--- config.mk ---
export PLATFORM = sky130hd
export DESIGN_NAME = reg_writeback_unit_flat
export DESIGN_NICKNAME = d
export VERILOG_FILES = /design/src/rtl/reg_writeback_unit_pkg.sv /design/src/rtl/reg_writeback_unit_if.sv /design/src/rtl/reg_writeback_unit_wb_result_fifo.sv /design/src/rtl/reg_writeback_unit.sv /design/src/flat_wrapper.sv
export SDC_FILE = /design/constraint.sdc
export NUM_CORES = 1
export LEC_CHECK = 0
export BUFFER_PORTS_ARGS = -buffer_cell sky130_fd_sc_hd__buf_4
export CAP_MARGIN = 20
export CORE_ASPECT_RATIO = 0.6
export CORE_MARGIN = 8
export CORE_UTILIZATION = 50
export DETAILED_ROUTE_END_ITERATION = 7
export GPL_ROUTABILITY_DRIVEN = 0
export MAX_ROUTING_LAYER = met4
export PLACE_DENSITY = 0.83
export SETUP_SLACK_MARGIN = 0.5
export SYNTH_ARGS = -nofsm -noshare
export SYNTH_HDL_FRONTEND = slang
export SYNTH_HIERARCHICAL = 1
export SYNTH_SLANG_ARGS = --single-unit
export TNS_END_PERCENT = 30
--- constraint.sdc ---
create_clock -name clk -period 5 [get_ports clk]
set_input_delay 1.5 -clock clk [delete_from_list [all_inputs] [get_ports clk]]
set_output_delay 1.5 -clock clk [all_outputs]
set_load 0.01 [all_outputs]
--- src/rtl/reg_writeback_unit_pkg.sv ---
// Shared types for the register-file write-back slice.
// Register addressing, data width and the buffered write request.
// Imported by the interface, the load FIFO and the top.
package reg_writeback_unit_pkg;

  localparam int XLEN   = 32;
  localparam int NREG   = 32;
  localparam int REG_AW = $clog2(NREG);

  typedef logic [REG_AW-1:0] reg_addr_t;

  // One pending register-file write: destination plus result.
  typedef struct packed {
    reg_addr_t       rd;
    logic [XLEN-1:0] data;
  } wb_req_t;

  // x0 is hard-wired to zero, so it never holds a pending write.
  function automatic logic addr_live(input reg_addr_t a);
    return a != '0;
  endfunction

endpackage

--- src/rtl/reg_writeback_unit_if.sv ---
// Bundle of issue, hazard-query, result and write-port signals.
// master = EX/MEM/decode side, slave = the write-back unit.
// Forwarding signals exist only when WB_BYPASS_EN is defined.
interface reg_writeback_unit_if;
  import reg_writeback_unit_pkg::*;

  logic            iss_valid;
  reg_addr_t       iss_rd;
  reg_addr_t       rs1_addr;
  reg_addr_t       rs2_addr;
  logic            rs1_busy;
  logic            rs2_busy;
  logic            rd_busy;
  logic            exe_valid;
  reg_addr_t       exe_rd;
  logic [XLEN-1:0] exe_data;
  logic            ld_valid;
  logic            ld_ready;
  reg_addr_t       ld_rd;
  logic [XLEN-1:0] ld_data;
  logic            w_enable;
  reg_addr_t       w_addr;
  logic [XLEN-1:0] w_data;
`ifdef WB_BYPASS_EN
  logic            rs1_fwd_valid;
  logic [XLEN-1:0] rs1_fwd_data;
  logic            rs2_fwd_valid;
  logic [XLEN-1:0] rs2_fwd_data;
`endif

  modport master (
    output iss_valid, iss_rd, rs1_addr, rs2_addr,
    output exe_valid, exe_rd, exe_data,
    output ld_valid, ld_rd, ld_data,
`ifdef WB_BYPASS_EN
    input  rs1_fwd_valid, rs1_fwd_data, rs2_fwd_valid, rs2_fwd_data,
`endif
    input  rs1_busy, rs2_busy, rd_busy, ld_ready,
    input  w_enable, w_addr, w_data
  );

  modport slave (
    input  iss_valid, iss_rd, rs1_addr, rs2_addr,
    input  exe_valid, exe_rd, exe_data,
    input  ld_valid, ld_rd, ld_data,
`ifdef WB_BYPASS_EN
    output rs1_fwd_valid, rs1_fwd_data, rs2_fwd_valid, rs2_fwd_data,
`endif
    output rs1_busy, rs2_busy, rd_busy, ld_ready,
    output w_enable, w_addr, w_data
  );

endinterface

--- src/rtl/reg_writeback_unit_wb_result_fifo.sv ---
// Circular buffer of wb_req_t holding load results until the write port is free.
// Latency: an entry pushed at one edge is visible at the head from the next cycle.
// Backpressure: push_rdy = !full (registered count only, no pop->ready path); DEPTH power of two.
module wb_result_fifo
  import reg_writeback_unit_pkg::*;
#(
  parameter int DEPTH = 2
) (
  input  logic    clk,
  input  logic    rst,
  input  logic    push_vld,
  output logic    push_rdy,
  input  wb_req_t push_dat,
  output logic    pop_vld,
  input  logic    pop_rdy,
  output wb_req_t pop_dat,
  output logic    full,
  output logic    empty
);

  localparam int PW = (DEPTH > 1) ? $clog2(DEPTH) : 1;
  localparam logic [PW:0] FULL_CNT = (PW + 1)'(DEPTH);

  wb_req_t       mem_q [DEPTH];
  wb_req_t       mem_d [DEPTH];
  logic [PW-1:0] wr_ptr_q, wr_ptr_d;
  logic [PW-1:0] rd_ptr_q, rd_ptr_d;
  logic [PW:0]   cnt_q, cnt_d;
  logic          do_push, do_pop;

  assign full     = (cnt_q == FULL_CNT);
  assign empty    = (cnt_q == '0);
  assign push_rdy = !full;
  assign pop_vld  = !empty;
  assign pop_dat  = mem_q[rd_ptr_q];
  assign do_push  = push_vld && push_rdy;
  assign do_pop   = pop_vld && pop_rdy;

  // Next-state: write at wr_ptr, advance pointers (wrap by power-of-two width), track occupancy.
  always_comb begin
    mem_d    = mem_q;
    wr_ptr_d = wr_ptr_q;
    rd_ptr_d = rd_ptr_q;
    cnt_d    = cnt_q;
    if (do_push) begin
      mem_d[wr_ptr_q] = push_dat;
      wr_ptr_d        = wr_ptr_q + 1'b1;
    end
    if (do_pop) begin
      rd_ptr_d = rd_ptr_q + 1'b1;
    end
    case ({do_push, do_pop})
      2'b10:   cnt_d = cnt_q + 1'b1;
      2'b01:   cnt_d = cnt_q - 1'b1;
      default: cnt_d = cnt_q;
    endcase
  end

  // Storage and pointers; reset discards every buffered entry.
  always_ff @(posedge clk or posedge rst) begin
    if (rst) begin
      for (int i = 0; i < DEPTH; i++) mem_q[i] <= '0;
      wr_ptr_q <= '0;
      rd_ptr_q <= '0;
      cnt_q    <= '0;
    end else begin
      mem_q    <= mem_d;
      wr_ptr_q <= wr_ptr_d;
      rd_ptr_q <= rd_ptr_d;
      cnt_q    <= cnt_d;
    end
  end

endmodule

--- src/rtl/reg_writeback_unit.sv ---
// Serialises execute and load results onto the single register-file write port; tracks pending writes.
// Latency: result accepted at edge N appears on w_* after edge N (1 cycle); loads wait >= 1 cycle in the FIFO.
// Backpressure: exe never stalls and wins the port; loads stall via ld_ready = !full. Option: WB_BYPASS_EN.
module reg_writeback_unit
  import reg_writeback_unit_pkg::*;
#(
  parameter int LD_FIFO_DEPTH = 2
) (
  input  logic                 clk,
  input  logic                 rst,
  reg_writeback_unit_if.slave  bus
);

  wb_req_t         exe_req, ld_req, fifo_head, win_req;
  logic            fifo_push_rdy, fifo_pop_vld, fifo_pop_rdy, fifo_full, fifo_empty;
  logic            win_vld;
  logic            w_enable_d, w_enable_q;
  reg_addr_t       w_addr_d, w_addr_q;
  logic [XLEN-1:0] w_data_d, w_data_q;
  logic [NREG-1:0] pend_d, pend_q;
  logic            rs1_pend, rs2_pend, rs1_inflight, rs2_inflight;

  assign exe_req = '{rd: bus.exe_rd, data: bus.exe_data};
  assign ld_req  = '{rd: bus.ld_rd, data: bus.ld_data};

  // The FIFO only pops when execute leaves the port idle.
  assign fifo_pop_rdy = !bus.exe_valid && !fifo_empty;

  wb_result_fifo #(
    .DEPTH (LD_FIFO_DEPTH)
  ) u_ld_fifo (
    .clk      (clk),
    .rst      (rst),
    .push_vld (bus.ld_valid && fifo_push_rdy),
    .push_rdy (fifo_push_rdy),
    .push_dat (ld_req),
    .pop_vld  (fifo_pop_vld),
    .pop_rdy  (fifo_pop_rdy),
    .pop_dat  (fifo_head),
    .full     (fifo_full),
    .empty    (fifo_empty)
  );

  assign bus.ld_ready = !fifo_full;

  // Arbitration: execute first, else FIFO head; x0 results are consumed without a write.
  always_comb begin
    win_vld    = bus.exe_valid || fifo_pop_vld;
    win_req    = bus.exe_valid ? exe_req : fifo_head;
    w_enable_d = win_vld && addr_live(win_req.rd);
    w_addr_d   = w_addr_q;
    w_data_d   = w_data_q;
    if (w_enable_d) begin
      w_addr_d = win_req.rd;
      w_data_d = win_req.data;
    end
  end

  // Scoreboard: clear on the edge launching the write, then set from issue so a same-edge set wins.
  always_comb begin
    pend_d = pend_q;
    if (w_enable_d) pend_d[win_req.rd] = 1'b0;
    if (bus.iss_valid && addr_live(bus.iss_rd)) pend_d[bus.iss_rd] = 1'b1;
  end

  // Write-port registers and pending mask; reset drops w_enable without waiting for a clock.
  always_ff @(posedge clk or posedge rst) begin
    if (rst) begin
      w_enable_q <= 1'b0;
      w_addr_q   <= '0;
      w_data_q   <= '0;
      pend_q     <= '0;
    end else begin
      w_enable_q <= w_enable_d;
      w_addr_q   <= w_addr_d;
      w_data_q   <= w_data_d;
      pend_q     <= pend_d;
    end
  end

  assign bus.w_enable = w_enable_q;
  assign bus.w_addr   = w_addr_q;
  assign bus.w_data   = w_data_q;

  // Hazard query terms: still-pending write, and a write sitting on the port this cycle.
  assign rs1_pend     = pend_q[bus.rs1_addr] && addr_live(bus.rs1_addr);
  assign rs2_pend     = pend_q[bus.rs2_addr] && addr_live(bus.rs2_addr);
  assign rs1_inflight = w_enable_q && (w_addr_q == bus.rs1_addr) && addr_live(bus.rs1_addr);
  assign rs2_inflight = w_enable_q && (w_addr_q == bus.rs2_addr) && addr_live(bus.rs2_addr);
  assign bus.rd_busy  = pend_q[bus.iss_rd] && addr_live(bus.iss_rd);

`ifdef WB_BYPASS_EN
  // The in-flight write is forwarded straight to decode, so it no longer stalls.
  assign bus.rs1_fwd_valid = rs1_inflight;
  assign bus.rs1_fwd_data  = w_data_q;
  assign bus.rs2_fwd_valid = rs2_inflight;
  assign bus.rs2_fwd_data  = w_data_q;
  assign bus.rs1_busy      = rs1_pend && !rs1_inflight;
  assign bus.rs2_busy      = rs2_pend && !rs2_inflight;
`else
  // Without forwarding a source stays busy until reg_file has committed the write.
  assign bus.rs1_busy = rs1_pend || rs1_inflight;
  assign bus.rs2_busy = rs2_pend || rs2_inflight;
`endif

endmodule
--- src/flat_wrapper.sv ---
// flat-port wrapper written by rule: the top's interface ports become plain ports
module reg_writeback_unit_flat import reg_writeback_unit_pkg::*;
#(
  parameter int LD_FIFO_DEPTH = 2
)
  (clk, rst, bus_iss_valid, bus_iss_rd, bus_rs1_addr, bus_rs2_addr, bus_exe_valid, bus_exe_rd, bus_exe_data, bus_ld_valid, bus_ld_rd, bus_ld_data, bus_rs1_busy, bus_rs2_busy, bus_rd_busy, bus_ld_ready, bus_w_enable, bus_w_addr, bus_w_data);
  reg_writeback_unit_if bus_i ();
  input  logic clk;
  input  logic rst;
  input wire logic [$bits(bus_i.iss_valid)-1:0] bus_iss_valid;
  input wire logic [$bits(bus_i.iss_rd)-1:0] bus_iss_rd;
  input wire logic [$bits(bus_i.rs1_addr)-1:0] bus_rs1_addr;
  input wire logic [$bits(bus_i.rs2_addr)-1:0] bus_rs2_addr;
  input wire logic [$bits(bus_i.exe_valid)-1:0] bus_exe_valid;
  input wire logic [$bits(bus_i.exe_rd)-1:0] bus_exe_rd;
  input wire logic [$bits(bus_i.exe_data)-1:0] bus_exe_data;
  input wire logic [$bits(bus_i.ld_valid)-1:0] bus_ld_valid;
  input wire logic [$bits(bus_i.ld_rd)-1:0] bus_ld_rd;
  input wire logic [$bits(bus_i.ld_data)-1:0] bus_ld_data;
  output wire logic [$bits(bus_i.rs1_busy)-1:0] bus_rs1_busy;
  output wire logic [$bits(bus_i.rs2_busy)-1:0] bus_rs2_busy;
  output wire logic [$bits(bus_i.rd_busy)-1:0] bus_rd_busy;
  output wire logic [$bits(bus_i.ld_ready)-1:0] bus_ld_ready;
  output wire logic [$bits(bus_i.w_enable)-1:0] bus_w_enable;
  output wire logic [$bits(bus_i.w_addr)-1:0] bus_w_addr;
  output wire logic [$bits(bus_i.w_data)-1:0] bus_w_data;
  assign bus_i.iss_valid = bus_iss_valid;
  assign bus_i.iss_rd = bus_iss_rd;
  assign bus_i.rs1_addr = bus_rs1_addr;
  assign bus_i.rs2_addr = bus_rs2_addr;
  assign bus_i.exe_valid = bus_exe_valid;
  assign bus_i.exe_rd = bus_exe_rd;
  assign bus_i.exe_data = bus_exe_data;
  assign bus_i.ld_valid = bus_ld_valid;
  assign bus_i.ld_rd = bus_ld_rd;
  assign bus_i.ld_data = bus_ld_data;
  assign bus_rs1_busy = bus_i.rs1_busy;
  assign bus_rs2_busy = bus_i.rs2_busy;
  assign bus_rd_busy = bus_i.rd_busy;
  assign bus_ld_ready = bus_i.ld_ready;
  assign bus_w_enable = bus_i.w_enable;
  assign bus_w_addr = bus_i.w_addr;
  assign bus_w_data = bus_i.w_data;
  reg_writeback_unit #(.LD_FIFO_DEPTH(LD_FIFO_DEPTH)) u_core (.clk(clk), .rst(rst), .bus(bus_i));
endmodule
# Yosys cells after proc, flatten, opt, wreduce, memory -nomap -nowiden
# Index checks and enable logic that the tools add are counted.
# totals
ff_bits	148
word_cells	82
# classes
addsub	4
n_lt_le_gt_ge	9
eq_ne	5
mux	20
bitwise	5
n_reduce_logical	28
# ops
op	count
two-way mux 37 bit	5
bitwise mux 74 bit	1
two-way mux 32 bit	2
demux 37 bit (select 1 bit)	1
AND 32 bit	1
NOT 32 bit	1
bitwise OR 32 bit	1
< comparator 5 x 6 -> 1 bit, second input constant	4
nonzero test 5 bit	4
logical AND 1 bit	16
binary-select mux 1 bit (select 5 bit)	3
demux 1 bit (select 5 bit)	2
equality test 5 bit	2
>= comparator 5 x 1 -> 1 bit, second input constant	2
two-way mux 1 bit	5
equality test 2 bit, second input constant	2
>= comparator 2 bit, second input constant	2
NOT 1 -> 2 bit	2
case mux 2 bit (2 select lines)	1
logical NOT 1 bit	3
logical OR 1 bit	3
adder 1 bit, second input constant	2
adder 2 x 1 -> 2 bit, second input constant	1
equality test 2 x 1 -> 1 bit, second input constant	1
other kinds (4)	4

# Longest topological paths before layout
# logic_depth
depth_word	14
ltp_mapped	10
mapped_depth_nobuf	8

# Cells and area by module
# Netlist, hierarchy kept.
# by_module_without_submodules
mod	instances	cells_each	area_each_um2	seq_area_each_um2
reg_writeback_unit	1	401	4112.7	1751.7
wb_result_fifo	1	217	3691.0	1951.9

# Least setup slack after synthesis
# Ideal clock, no wire load.
# synth_path
path_type	input to output
from	in bus_iss_rd[0]
to	out bus_rd_busy
arrival_time_ps	2921
required_time_ps	3500
path_slack_ps	579
path_stages	7
path_buffers	2
cell_sequence	buf_2 -> buf_2 -> mux4_2 -> nand2_1 -> a21boi_0 -> a2111oi_0 -> nor2_1
# synth_between
elab_chain_cells	3
# synth_lines
element	line_no	source
start: declaration	flat_wrapper.sv:11	input wire logic [$bits(bus_i.iss_rd)-1:0] bus_iss_rd;
binary-select mux 1 bit (select 5 bit)	reg_writeback_unit.sv:90	assign bus.rd_busy = pend_q[bus.iss_rd] && addr_live(bus.iss_rd);
two-way mux 1 bit (implied by the code)	reg_writeback_unit.sv:90	
logical AND 1 bit *	reg_writeback_unit.sv:90	
end: declaration	flat_wrapper.sv:22	output wire logic [$bits(bus_i.rd_busy)-1:0] bus_rd_busy;
# Mark *: on every way between the ends. The rest lies on a longest branch, timed or not. The select of a mux whose other input is x is not followed.

# Worst setup path after layout
# Same ends and word-level chain as after synthesis.

==> reports/summary.md <==
- **average instance area after synthesis** 12.6 sq um
- **initial antenna violation count** 1
- **Arr. time, crit path** 3000 ps
- **Rel. slew slack** 47.9%
- **largest cells by area after synthesis** dfrtp_1 47%, mux2_4 12%, mux2_2 7.6%
- **pin count of the biggest net entering global routing** 47
- **Clock Pin Slew Worst Setup and Hold Paths** 70 ps
- **setup repair after global routing missed its margin** true
- **clock root buffer** clkbuf_16
- **EDFF count, synth** 0
- **type of element capturing the critical path** output port
- **required time worst endpoint** 3500 ps
- **maximum clock insertion buffer count** 2
- **H-tree level count** 4
- **count of clock tree sinks** 148
- **area inside the core boundary** 15300 sq um
- **drt total wl** 20300 um
- **overall track demand over capacity in global routing** 21.1%
- **Port Buf Inserts** 135
- **worst voltage drop across the vdd grid** 0.373 mV
- **total of hold buffers inserted after clock tree synthesis** 0
- **via count of the first global-routing pass** 5742
- **Highest Clock Rate** 222 MHz
- **synthesized area** 7800 sq um
- **effective utilization at floorplan** 50.9%
- **number of top-level pins** 136
- **setup violators final** 0
- **worst setup path start** bus_iss_rd[0]
- **run status** complete, no violations
- **final sum of negative setup slack** 0 ps
- **number of warnings reported in the yosys synthesis log** 6
- **power per standard cell area** 641 nW/um^2
- **minimum clock period after layout** 4500 ps
- **most numerous cell in the Yosys netlist** dfrtp_1
- **vertical extent of the die** 113 um
- **DR pass1 iterations** 6
- **setup slack on the worst flop-to-flop path** 1620 ps
- **1st-iter DRT viols** 621
- **Total Die Area** 20000 sq um
- **layout cell share with drive strength beyond 1** 42.7%
- **number of pins exceeding their max-slew limit in the final report** 0
- **clock insertion delay at the later pin of the skew report** 420 ps
- **Final Hold Vio Count** 0
- **commonest cells in the synthesized netlist** 148 x dfrtp_1, 90 x o21ai_0, 60 x mux2_4, 56 x nand2_1, 53 x mux2_2
- **post-route fraction of the period consumed by the critical path** 90.0%
- **Max Cap Violations** 0
- **sequential-to-total area share from yosys stat** 47.5%
- **area grow syn2layout** 21.6%
- **wire length of the first global-routing pass** 32400 um
- **Setup Crit Path Kind** in -> out
- **antenna-violating nets left** 0
- **maximum fanout count along the critical path** 16
- **most common flop cell mapped by yosys** dfrtp_1
- **Wirelength per Cell** 21.2 um
- **HP Start** u_core/bus.w_data[12]
- **worst clock skew** 15.2 ps
- **Netlist cell types** 47
- **detailed placement HPWL** 14600 um
- **fraction of synthesized cell area taken by the top area cell type** 47.5%
- **width of the die** 177 um
- **leading area contributor after synthesis** dfrtp_1
- **aggregate global routing overflow** 0
- **launch point of the worst reg-to-reg path** u_core/u_ld_fifo/rd_ptr_q
- **detail-routed via count per cell** 5.82
- **number of placement rows** 35
- **static leakage** 4.29 nW
- **Setup crit start kind** input port
- **total of flip-flops plus latches after synthesis** 148
- **clock tree from TritonCTS** done
- **async set or reset register ratio after synthesis** 100%
- **Synth Net Count** 713
- **setup bufs post-CTS** 0
- **number of clock buffers inserted by TritonCTS** 17
- **instance count of the mapped netlist** 618
- **via count** 5573
- **final routed DRC violation total** 0
- **worst slack on hold paths** 481 ps
- **Worst Hold Class** reg -> reg
- **# nets final** 836
- **Slew @ Worst Pin** 760 ps
[report_power, final]
group,switching [mW],internal (mW),total [mW]
Combinational,1.03,1.44,2.47
Clock,0.535,0.730,1.26
Sequential,0.548,1.81,2.36
Total,2.11,3.98,6.09
[cell type report]
class                      count  area, sq um
antenna                        1         2.50
clock buffer                  19          453
clock inverter                13          139
fill                        1191         5840
inverter                       8         31.3
multi-input combinational    425         3810
sequential                   148         3700
tap                          203          254
timing repair buffer         141         1100
[cells in the final DEF (no fill, tap or decap), types with 8 or more instances in the layout]
master	count
mux2_4	60
o21ai_0	90
mux2_2	53
xnor2_1	8
nand3_1	11
clkbuf_16	17
nor2_1	16
nand2_1	56
buf_4	135
mux2i_1	43
dfrtp_1	147
mux4_2	24
[final timing paths]
kind,to,cells past startpoint
max,bus_rd_busy,7
min,u_core/bus.w_data[12],2
max reg2reg,u_core/bus.w_data[3],6
min reg2reg,u_core/bus.w_data[12],2
max in group asynchronous,u_core/bus.w_data[24],3
min in group asynchronous,u_core/u_ld_fifo/mem_q[15],2
[metal layers]
metal | track usage [%] | vias to the layer above | routed length (um)
met4 | 5.25 | 0 | 253
met2 | 29.0 | 296 | 8700
li1 | - | 2488 | -
met1 | 29.8 | 2758 | 9160
met5 | - | - | 0
met3 | 6.65 | 31 | 2220
[registers in the layout, summed over array words and instances, names as in the netlist]
register	count
u_core/pend_q	32
u_core/u_ld_fifo/rd_ptr_q	1
u_core/bus.w_enable	1
u_core/bus.w_data	32
u_core/u_ld_fifo/wr_ptr_q	1
u_core/bus.w_addr	5
u_core/u_ld_fifo/cnt_q	2
u_core/u_ld_fifo/mem_q	74
[critical path, stage by stage]
cell and delay [ps]:
buf_8 140, mux4_2 520, nand3_1 90, a21boi_0 110
a2111oi_2 390, nor2_1 90, buf_4 150
[metrics by stage]
step	worst slack [ps]	util [%]	total power, mW	area [sq um]	instances
floorplan	579	-	4.00	7800	618
global placement	431	57.8	4.70	8860	925
detailed placement	287	57.8	4.79	8860	925
CTS	475	61.8	6.09	9470	957
global route	465	61.9	6.42	9490	958
finish	499	61.9	6.09	9490	958
[repair_timing]
item | CTS | global route
endpoints found under the setup margin | 2 | 3
gates resized for setup | 5 | 4
pin swaps | 1 | 1
[kinds of logic after synthesis]
logic type	synth area share [%]
multiplexers	32.0
flip-flops	47.5
AO/OA/AOI/OAI	7.89
AND/OR/NAND/NOR	6.96
buffers and inverters	3.98
XOR/XNOR	1.57
adder cells (fa/ha/maj)	0.160
Note: power is estimated with default switching activity, not from simulation.
